===== src/rtl/fetch_queue_stage_pkg.sv =====
// Shared CPU front-end definitions: PC/instruction types, reset and exception vectors.
package fetch_queue_stage_pkg;

    typedef logic [31:0] pc_t;
    typedef logic [31:0] inst_t;

    typedef struct packed {
        pc_t   pc;
        inst_t inst;
    } fe_entry_t;

    localparam pc_t   RESET_PC_DEF = 32'hbfc00000;
    localparam pc_t   EXC_PC_DEF   = 32'hbfc00380;
    localparam inst_t NOP          = 32'h0;
    localparam pc_t   PC_INC       = 32'd4;

endpackage


===== src/rtl/fetch_queue_stage_if.sv =====
// SRAM-like instruction bus: req/addr handshake, in-order data return.
interface fetch_queue_stage_if;
    import fetch_queue_stage_pkg::*;

    logic  inst_req;
    pc_t   inst_addr;
    logic  inst_addr_ok;
    logic  inst_data_ok;
    inst_t inst_rdata;

    modport master (
        output inst_req,
        output inst_addr,
        input  inst_addr_ok,
        input  inst_data_ok,
        input  inst_rdata
    );

    modport slave (
        input  inst_req,
        input  inst_addr,
        output inst_addr_ok,
        output inst_data_ok,
        output inst_rdata
    );

endinterface


===== src/rtl/fetch_queue_stage_fifo.sv =====
// Synchronous FIFO with clear; DEPTH must be a power of two.
module fetch_queue_stage_fifo #(
    parameter int unsigned WIDTH = 32,
    parameter int unsigned DEPTH = 4,
    localparam int unsigned AW = $clog2(DEPTH),
    localparam int unsigned CW = $clog2(DEPTH + 1)
) (
    input  logic             clk,
    input  logic             resetn,
    input  logic             clear,
    input  logic             push,
    input  logic [WIDTH-1:0] wdata,
    input  logic             pop,
    output logic [WIDTH-1:0] rdata,
    output logic [CW-1:0]    count,
    output logic             full,
    output logic             empty
);

    logic [WIDTH-1:0] mem [DEPTH];
    logic [AW-1:0]    wptr_q, rptr_q;
    logic [CW-1:0]    count_q;

    always_ff @(posedge clk) begin
        if (!resetn || clear) begin
            wptr_q  <= '0;
            rptr_q  <= '0;
            count_q <= '0;
        end else begin
            if (push) wptr_q <= wptr_q + AW'(1);
            if (pop)  rptr_q <= rptr_q + AW'(1);
            count_q <= count_q + CW'(push) - CW'(pop);
        end
    end

    always_ff @(posedge clk) begin
        if (push && !clear) mem[wptr_q] <= wdata;
    end

    assign rdata = mem[rptr_q];
    assign count = count_q;
    assign full  = (count_q == CW'(DEPTH));
    assign empty = (count_q == '0);

    a_no_overflow:  assert property (@(posedge clk) disable iff (!resetn)
                                     !(push && full && !pop && !clear));
    a_no_underflow: assert property (@(posedge clk) disable iff (!resetn)
                                     !(pop && empty && !clear));

endmodule


===== src/rtl/fetch_queue_stage.sv =====
// Pipelined IF stage: credit-limited fetch issue, response queue, flush with discard of
// in-flight responses, registered {pc,inst} output to decode.
module fetch_queue_stage
    import fetch_queue_stage_pkg::*;
#(
    parameter pc_t         RESET_PC = RESET_PC_DEF,
    parameter pc_t         EXC_PC   = EXC_PC_DEF,
    parameter int unsigned DEPTH    = 4
) (
    input  logic                       clk,
    input  logic                       resetn,
    input  logic                       stall,
    input  logic                       stop,
    input  logic                       exception,
    input  logic                       eret,
    input  pc_t                        ret_pc,
    fetch_queue_stage_if.master        bus,
    output logic                       fe_valid,
    output pc_t                        fe_pc,
    output inst_t                      fe_inst
);

    localparam int unsigned CW    = $clog2(DEPTH + 1);
    localparam logic [CW:0] SLOTS = (CW + 1)'(DEPTH);

    pc_t           pc_q, pc_d;
    logic [CW-1:0] inflight_q, inflight_d;
    logic [CW-1:0] discard_q, discard_d;
    logic          fe_valid_q, fe_valid_d;
    pc_t           fe_pc_q, fe_pc_d;
    inst_t         fe_inst_q, fe_inst_d;

    logic          flush, accept, addr_fire, data_fire, drop, word_valid, bypass;
    logic          q_push, q_pop, q_full, q_empty, tag_full, tag_empty;
    logic [CW-1:0] q_count, tag_count;
    logic [CW:0]   used_slots;
    pc_t           flush_pc, tag_pc;
    fe_entry_t     q_head;

    assign flush      = (exception | eret) & ~stop;
    assign flush_pc   = exception ? EXC_PC : ret_pc;
    assign accept     = ~stall & ~stop;
    // Queue slots are reserved at issue time so returning words always have room.
    assign used_slots = {1'b0, inflight_q} + {1'b0, q_count};

    assign bus.inst_req  = resetn & ~stop & ~flush & (used_slots < SLOTS);
    assign bus.inst_addr = pc_q;

    assign addr_fire  = bus.inst_req & bus.inst_addr_ok;
    assign data_fire  = bus.inst_data_ok;
    assign drop       = data_fire & (flush | (discard_q != '0));
    assign word_valid = data_fire & ~drop;
    assign q_pop      = accept & ~q_empty & ~flush;
    assign bypass     = accept & q_empty & word_valid;
    assign q_push     = word_valid & ~bypass;

    fetch_queue_stage_fifo #(
        .WIDTH ($bits(pc_t)),
        .DEPTH (DEPTH)
    ) u_tag_fifo (
        .clk    (clk),
        .resetn (resetn),
        .clear  (1'b0),
        .push   (addr_fire),
        .wdata  (pc_q),
        .pop    (data_fire),
        .rdata  (tag_pc),
        .count  (tag_count),
        .full   (tag_full),
        .empty  (tag_empty)
    );

    fetch_queue_stage_fifo #(
        .WIDTH ($bits(fe_entry_t)),
        .DEPTH (DEPTH)
    ) u_inst_queue (
        .clk    (clk),
        .resetn (resetn),
        .clear  (flush),
        .push   (q_push),
        .wdata  ({tag_pc, bus.inst_rdata}),
        .pop    (q_pop),
        .rdata  (q_head),
        .count  (q_count),
        .full   (q_full),
        .empty  (q_empty)
    );

    always_comb begin
        pc_d       = pc_q;
        inflight_d = inflight_q + CW'(addr_fire) - CW'(data_fire);
        discard_d  = discard_q;
        fe_valid_d = fe_valid_q;
        fe_pc_d    = fe_pc_q;
        fe_inst_d  = fe_inst_q;

        if (flush) begin
            pc_d = flush_pc;
        end else if (addr_fire) begin
            pc_d = pc_q + PC_INC;
        end

        // Everything still outstanding after a flush cycle belongs to the old path.
        if (flush) begin
            discard_d = inflight_d;
        end else if (data_fire && (discard_q != '0)) begin
            discard_d = discard_q - CW'(1);
        end

        if (flush) begin
            fe_valid_d = 1'b0;
            fe_pc_d    = flush_pc;
            fe_inst_d  = NOP;
        end else if (accept) begin
            if (q_pop) begin
                fe_valid_d = 1'b1;
                fe_pc_d    = q_head.pc;
                fe_inst_d  = q_head.inst;
            end else if (bypass) begin
                fe_valid_d = 1'b1;
                fe_pc_d    = tag_pc;
                fe_inst_d  = bus.inst_rdata;
            end else begin
                fe_valid_d = 1'b0;
                fe_inst_d  = NOP;
            end
        end
    end

    always_ff @(posedge clk) begin
        if (!resetn) begin
            pc_q       <= RESET_PC;
            inflight_q <= '0;
            discard_q  <= '0;
            fe_valid_q <= 1'b0;
            fe_pc_q    <= RESET_PC;
            fe_inst_q  <= NOP;
        end else begin
            pc_q       <= pc_d;
            inflight_q <= inflight_d;
            discard_q  <= discard_d;
            fe_valid_q <= fe_valid_d;
            fe_pc_q    <= fe_pc_d;
            fe_inst_q  <= fe_inst_d;
        end
    end

    assign fe_valid = fe_valid_q;
    assign fe_pc    = fe_pc_q;
    assign fe_inst  = fe_inst_q;

    a_tag_track: assert property (@(posedge clk) disable iff (!resetn)
                                  tag_count == inflight_q);
    a_data_ok:   assert property (@(posedge clk) disable iff (!resetn)
                                  !(data_fire && tag_empty));
    a_tag_room:  assert property (@(posedge clk) disable iff (!resetn)
                                  !(addr_fire && tag_full && !data_fire));
    a_q_room:    assert property (@(posedge clk) disable iff (!resetn)
                                  !(q_push && q_full && !q_pop));

endmodule


===== src/flat_wrapper.sv =====
// flat-port wrapper written by rule: the top's interface ports become plain ports
module fetch_queue_stage_flat import fetch_queue_stage_pkg::*;
#(
    parameter pc_t         RESET_PC = RESET_PC_DEF,
    parameter pc_t         EXC_PC   = EXC_PC_DEF,
    parameter int unsigned DEPTH    = 4
)
  (clk, resetn, stall, stop, exception, eret, ret_pc, fe_valid, fe_pc, fe_inst, bus_inst_req, bus_inst_addr, bus_inst_addr_ok, bus_inst_data_ok, bus_inst_rdata);
  fetch_queue_stage_if bus_i ();
  input  logic clk;
  input  logic resetn;
  input  logic stall;
  input  logic stop;
  input  logic exception;
  input  logic eret;
  input  pc_t ret_pc;
  output logic fe_valid;
  output pc_t fe_pc;
  output inst_t fe_inst;
  output wire logic [$bits(bus_i.inst_req)-1:0] bus_inst_req;
  output wire logic [$bits(bus_i.inst_addr)-1:0] bus_inst_addr;
  input wire logic [$bits(bus_i.inst_addr_ok)-1:0] bus_inst_addr_ok;
  input wire logic [$bits(bus_i.inst_data_ok)-1:0] bus_inst_data_ok;
  input wire logic [$bits(bus_i.inst_rdata)-1:0] bus_inst_rdata;
  assign bus_inst_req = bus_i.inst_req;
  assign bus_inst_addr = bus_i.inst_addr;
  assign bus_i.inst_addr_ok = bus_inst_addr_ok;
  assign bus_i.inst_data_ok = bus_inst_data_ok;
  assign bus_i.inst_rdata = bus_inst_rdata;
  fetch_queue_stage #(.RESET_PC(RESET_PC), .EXC_PC(EXC_PC), .DEPTH(DEPTH)) u_core (.clk(clk), .resetn(resetn), .stall(stall), .stop(stop), .exception(exception), .eret(eret), .ret_pc(ret_pc), .bus(bus_i), .fe_valid(fe_valid), .fe_pc(fe_pc), .fe_inst(fe_inst));
endmodule

===== config.mk =====
export PLATFORM = sky130hd
export DESIGN_NAME = fetch_queue_stage_flat
export DESIGN_NICKNAME = d
export VERILOG_FILES = /design/src/rtl/fetch_queue_stage_pkg.sv /design/src/rtl/fetch_queue_stage_if.sv /design/src/rtl/fetch_queue_stage_fifo.sv /design/src/rtl/fetch_queue_stage.sv /design/src/flat_wrapper.sv
export SDC_FILE = /design/constraint.sdc
export NUM_CORES = 1
export LEC_CHECK = 0
export CAP_MARGIN = 0
export CORE_MARGIN = 5
export CORE_UTILIZATION = 40
export DETAILED_ROUTE_END_ITERATION = 7
export RECOVER_POWER = 50
export SLEW_MARGIN = 5
export SYNTH_ARGS = -nofsm -noshare
export SYNTH_HDL_FRONTEND = slang
export SYNTH_HIERARCHICAL = 1
export SYNTH_SLANG_ARGS = --single-unit

===== constraint.sdc =====
create_clock -name clk -period 8.85 [get_ports clk]
set_input_delay 0.885 -clock clk [delete_from_list [all_inputs] [get_ports clk]]
set_output_delay 0.885 -clock clk [all_outputs]
set_load 0.005 [all_outputs]

; Word level (Yosys, flattened, before mapping)
; Memory sizes are Yosys's and may differ from the RTL's. A register that Yosys moved wholly into a read port is not among the register bits.
; Index checks and enable logic that the tools add are counted.
[totals]
reg_bits = 114
latchBits = 0
ram_bits = 384
mem_bits_ro = 0
in_bits = 72
output_inout_bits = 98
wordCells = 81
n_memories = 2
[mem_list]
columns = name, words, width, read_ports, rd_clocked_by_memory_dff, write_ports, line
row1 = u_core.u_inst_queue.mem, 4, 64, 1, 1, 1, fetch_queue_stage_fifo.sv:20  ; logic [WIDTH-1:0] mem [DEPTH];
row2 = u_core.u_tag_fifo.mem, 4, 32, 1, 1, 1, fetch_queue_stage_fifo.sv:20
[op_classes]
add_sub_neg = 11
mul = 0
div = 0
n_lt_le_gt_ge = 1
eq_ne = 0
n_shift = 0
muxes = 21
bitwise = 22
reduce_logical = 13
[ops]
columns = op, count
row1 = $mux 32, 9
row2 = $add 32x3->32 const B, 1
row3 = $and 1x1->1, 13
row4 = $add 2x1->2 const B, 4
row5 = $mux 2, 4
row6 = $not 1->1, 7
row7 = $add 3x1->3, 2
row8 = $mux 1, 6
row9 = $mux 3, 2
row10 = $reduce_bool 2->1, 3
row11 = $reduce_bool 3->1, 2
row12 = $sub 3x1->3, 2
row13 = $add 3x3->4, 1
row14 = $lt 4x3->1 const B, 1
row15 = $logic_not 3->1, 1
row16 = $sub 3x1->3 const B, 1
row17 = $logic_and 1x1->1, 2
row18 = $logic_not 1->1, 2
row19 = $or 1x1->1, 2
row20 = $reduce_and 2->1, 1
row21 = $reduce_or 2->1, 1
row22 = $logic_or 1x1->1, 1

; Logic depth before layout (Yosys ltp)
[logic_depth]
depth_word = 12
ltp_mapped = 15
mapped_depth_nobuf = 13

; Hierarchy
; Netlist, hierarchy kept.
[modules_own_cells]
columns = mod, n_inst, cells_per_inst, area_each_um2, seq_area_each_um2
row1 = fetch_queue_stage_fifo at u_core.u_inst_queue, 1, 381, 9768.1, 7867.5
row2 = fetch_queue_stage, 1, 650, 5276.3, 2062.0
row3 = fetch_queue_stage_fifo at u_core.u_tag_fifo, 1, 214, 5116.2, 4023.9

; Least setup slack after synthesis
; Ideal clock, no wire load.
[synth_path]
path_kind = input-to-reg
startpoint = input port exception
endpoint = memory u_core/u_inst_queue/mem[0][0] in the netlist's numbering, enable pin
setup_time_ns = 0.429
t_arrival_ns = 3.766
t_required_ns = 8.421
setup_slack_ns = 4.655
stages = 7
path_buffers = 2
cell_sequence = o21bai_2 > inv_2 > clkbuf_1 > buf_1 > a211oi_1 > nor2b_1 > and2_1
[synth_between]
elab_chain_cells = 12
word_cells_on_any_way = 13
classes_between = mux: 2 / bitwise: 9 / reduce/logical: 2
[synth_rtl]
columns = element, line
row1 = "start, declared", flat_wrapper.sv:14  ; input logic exception;
row2 = $or 1x1->1 (*), fetch_queue_stage.sv:40  ; assign flush = (exception | eret) & ~stop;
row3 = $and 1x1->1 (*), fetch_queue_stage.sv:40
row4 = via u_core.flush, fetch_queue_stage.sv:33  ; logic flush, accept, addr_fire, data_fire, drop, word_valid, bypass;
row5 = $or 1x1->1 (*), fetch_queue_stage.sv:51  ; assign drop = data_fire & (flush | (discard_q != '0));
row6 = $and 1x1->1 (*), fetch_queue_stage.sv:51
row7 = $not 1->1 (*), fetch_queue_stage.sv:52  ; assign word_valid = data_fire & ~drop;
row8 = $and 1x1->1 (*), fetch_queue_stage.sv:52
row9 = $and 1x1->1, fetch_queue_stage.sv:54  ; assign bypass = accept & q_empty & word_valid;
row10 = $not 1->1, fetch_queue_stage.sv:55  ; assign q_push = word_valid & ~bypass;
row11 = $and 1x1->1 (*), fetch_queue_stage.sv:55
row12 = via u_core.q_push, fetch_queue_stage.sv:34  ; logic q_push, q_pop, q_full, q_empty, tag_full, tag_empty;
row13 = $logic_and 1x1->1 (*), fetch_queue_stage_fifo.sv:37  ; if (push && !clear) mem[wptr_q] <= wdata;
row14 = $mux 1 (*), fetch_queue_stage_fifo.sv:37
row15 = $mux 1 (implied by the code) (*), fetch_queue_stage_fifo.sv:37
row16 = "end, declared", fetch_queue_stage_fifo.sv:20
; Mark *: on every way through the listed nets, which the timed path passes. The rest lies on a longest branch.

; Worst setup path in the final report
[layout_path]
startpoint = input port exception
endpoint = memory u_core/u_inst_queue/mem[3][32] in the netlist's numbering, enable pin
[layout_between]
elab_chain_cells = 12
word_cells_on_any_way = 13
classes_between = mux: 2 / bitwise: 9 / reduce/logical: 2
[layout_rtl]
columns = element, line
row1 = $or 1x1->1 (*), fetch_queue_stage.sv:40
row2 = $and 1x1->1 (*), fetch_queue_stage.sv:40
row3 = $or 1x1->1 (*), fetch_queue_stage.sv:51
row4 = $and 1x1->1 (*), fetch_queue_stage.sv:51
row5 = $not 1->1 (*), fetch_queue_stage.sv:52
row6 = $and 1x1->1 (*), fetch_queue_stage.sv:52
row7 = $and 1x1->1, fetch_queue_stage.sv:54
row8 = $not 1->1, fetch_queue_stage.sv:55
row9 = $and 1x1->1 (*), fetch_queue_stage.sv:55
row10 = via u_core.q_push, fetch_queue_stage.sv:34
row11 = $logic_and 1x1->1 (*), fetch_queue_stage_fifo.sv:37
row12 = $mux 1 (*), fetch_queue_stage_fifo.sv:37
row13 = $mux 1 (implied by the code) (*), fetch_queue_stage_fifo.sv:37
; Marks and branches as above.

==> out/results.ini <==
[floorplan]
ios=170
design.core.area_um2=49800
initial_core_util_pct=40.2
rows=82
fp.dieW_um=233
dieArea_um2=54500
die_y_um=233

[route]
via_count=11800
drc=0
drtIter0Drc=1220
routed_wl_mm=51.4
routedWlPerCell_um=24.3
viasPerCell=5.56
ant_nets=0
drtPass1Iterations=5

[logic_synthesis]
avgSynthCellArea_um2=16.3
syn_inst=1226
yosys_warnings=6
syn-cell-area_um2=20000

[clocking]
post-cts-setup-buffers=0
htreeDepth=2
numCtsBuffers=51
root_buffer=clkbuf_16
ctsHoldBuffers=0
worstSkewPairLatency_ns=0.60
cts_buffer_depth=3
clk_pin_slew_ns=0.06
cts_tree=done
post_cts_resize_count=0
cts_sinks=502

[worst_hold_path]
hp-class=reg -> reg

[finish]
regArea_um2=13900
area_growth_pct=19.3
fillCellCount=4300
multiInputGateArea_um2=5550
fin_nets=1488
drive_gt1_share_pct=15.4

[global_route]
grt_first_pass_wirelength_mm=76.6
first_global_vias=11800
gr-total-overflow=0
grt_max_degree=59
grt_usage_pct=18.8
antenna_found_initial=1

[critical_path]
critical_path.most_common_cell=buf_4
cp_top_family=buffers and inverters
path_cells=dlygate4sd3_1 > o21bai_4 > buf_4 > inv_2 > a211oi_1 > nor2b_1 > and2_2 > buf_4
crit_required_ns=9.06
arrival_ns=5.34
max_stage_delay_ns=0.79
crit_type=in -> reg
path_buf_inv=4
cp_slowest_cell=dlygate4sd3_1
endpoint_kind=flip-flop
worstPathMaxFanout=58
critPathLaunchType=input pin

[sta]
report.final.hold_viol_count=0
timing.final.crit_share_pct=58.1
rsz0062_at_grt=false
min_period_ns=5.14
setup-violations-final=0
fmax_ghz=0.195
final.setup.tns_ns=0
relSlewSlack_pct=-97.4
maxSlewViolCount=33
skew_ns=0.0326
tightest_slew_ns=2.96

[job]
drv_cap=1

[placed_design]
io_buffers=169
place_congestion=0.854
place_hpwl_mm=32.7

[status]
violations=capacitance limit, slew limit
status=complete, but fails checks

[power]
power_density_nw_per_um2=213
power_mw=5.06
total_leakage_power_nw=7.78
ir_drop_v=0.000120

-- placed cells by master, fill, tap and decap left out, drive strengths merged, types with 11 or more instances in the layout --
cell type,n
a311o,11
dlygate4sd3,132
clkdlybuf4s50,36
a21oi,37
mux4,96
and2,11
ha,17
nor2,79
nand3,34
buf,22
nand2,75
xnor2,17
nor3,46
mux2,18
dfxtp,118
inv,25
a221oi,32
edfxtp,384
clkinv,18
o21ai,34
clkbuf,76
-- tightest hold or removal path: stages, from the launching register on --
cell     delay (ns)
dfxtp_1        0.31
nand2_1        0.05
a21oi_1        0.05
-- final timing paths --
kind | depth (start not counted) | endpoint | startpoint | slack, ns
max | 8 | u_core/u_inst_queue/mem[3][32]$_DFFE_PP_ | exception | 3.71
min | 2 | u_core/fe_pc[20]$_SDFFE_PN0P_ | u_core/fe_pc[20]$_SDFFE_PN0P_ | 0.46
max reg2reg | 5 | u_core/fe_pc[4]$_SDFFE_PN0P_ | flip-flop | 4.63
min reg2reg | 2 | u_core/fe_pc[20]$_SDFFE_PN0P_ | u_core/fe_pc[20]$_SDFFE_PN0P_ | 0.46
-- layer usage --
layer / GRT usage [%] / routed length (um)
met3: 4.16 / 4400
met5: 0 / 0
met2: 28.2 / 23100
met1: 27.6 / 22500
met4: 5.40 / 1430
-- through the flow --
stage                     worst slack (ns)  instances  util, %  area, um2  hold WS, ns
after floorplan                       4.66       1227        -      20000        0.448
after global placement                3.31       2016     44.7      22200        0.447
after detailed placement              3.17       2016     44.7      22200        0.449
after CTS                             3.78       2112     47.9      23800        0.467
after global routing                  3.52       2112     47.9      23800        0.476
final                                 3.71       2113     47.9      23800        0.459
-- layout make-up --
class                      count  area share, %
timing repair buffer         191           7.75
antenna                        1         0.0105
multi-input combinational    627           23.3
sequential                   502           58.3
inverter                      24          0.378
clock inverter                21          0.620
tap                          672           3.53
clock buffer                  75           6.08
-- power breakdown --
group | internal [mW] | switching, mW | total, mW
clock network | 1.17 | 0.894 | 2.06
logic | 0.154 | 0.206 | 0.360
registers | 2.59 | 0.0463 | 2.64
total | 3.92 | 1.15 | 5.06
-- sequential cells by signal (all words and copies together), names as in the netlist, named ones only --
name,count
u_core/fe_pc,32
u_core/discard_q,3
u_core/inflight_q,3
u_core/u_tag_fifo/wptr_q,2
u_core/u_inst_queue/wptr_q,2
u_core/bus.inst_addr,32
u_core/u_tag_fifo/rptr_q,2
u_core/u_inst_queue/mem,256
u_core/u_tag_fifo/mem,128
u_core/fe_valid,1
u_core/u_inst_queue/rptr_q,2
u_core/fe_inst,32
u_core/u_inst_queue/count,3
Note: power is estimated with default switching activity, not from simulation.
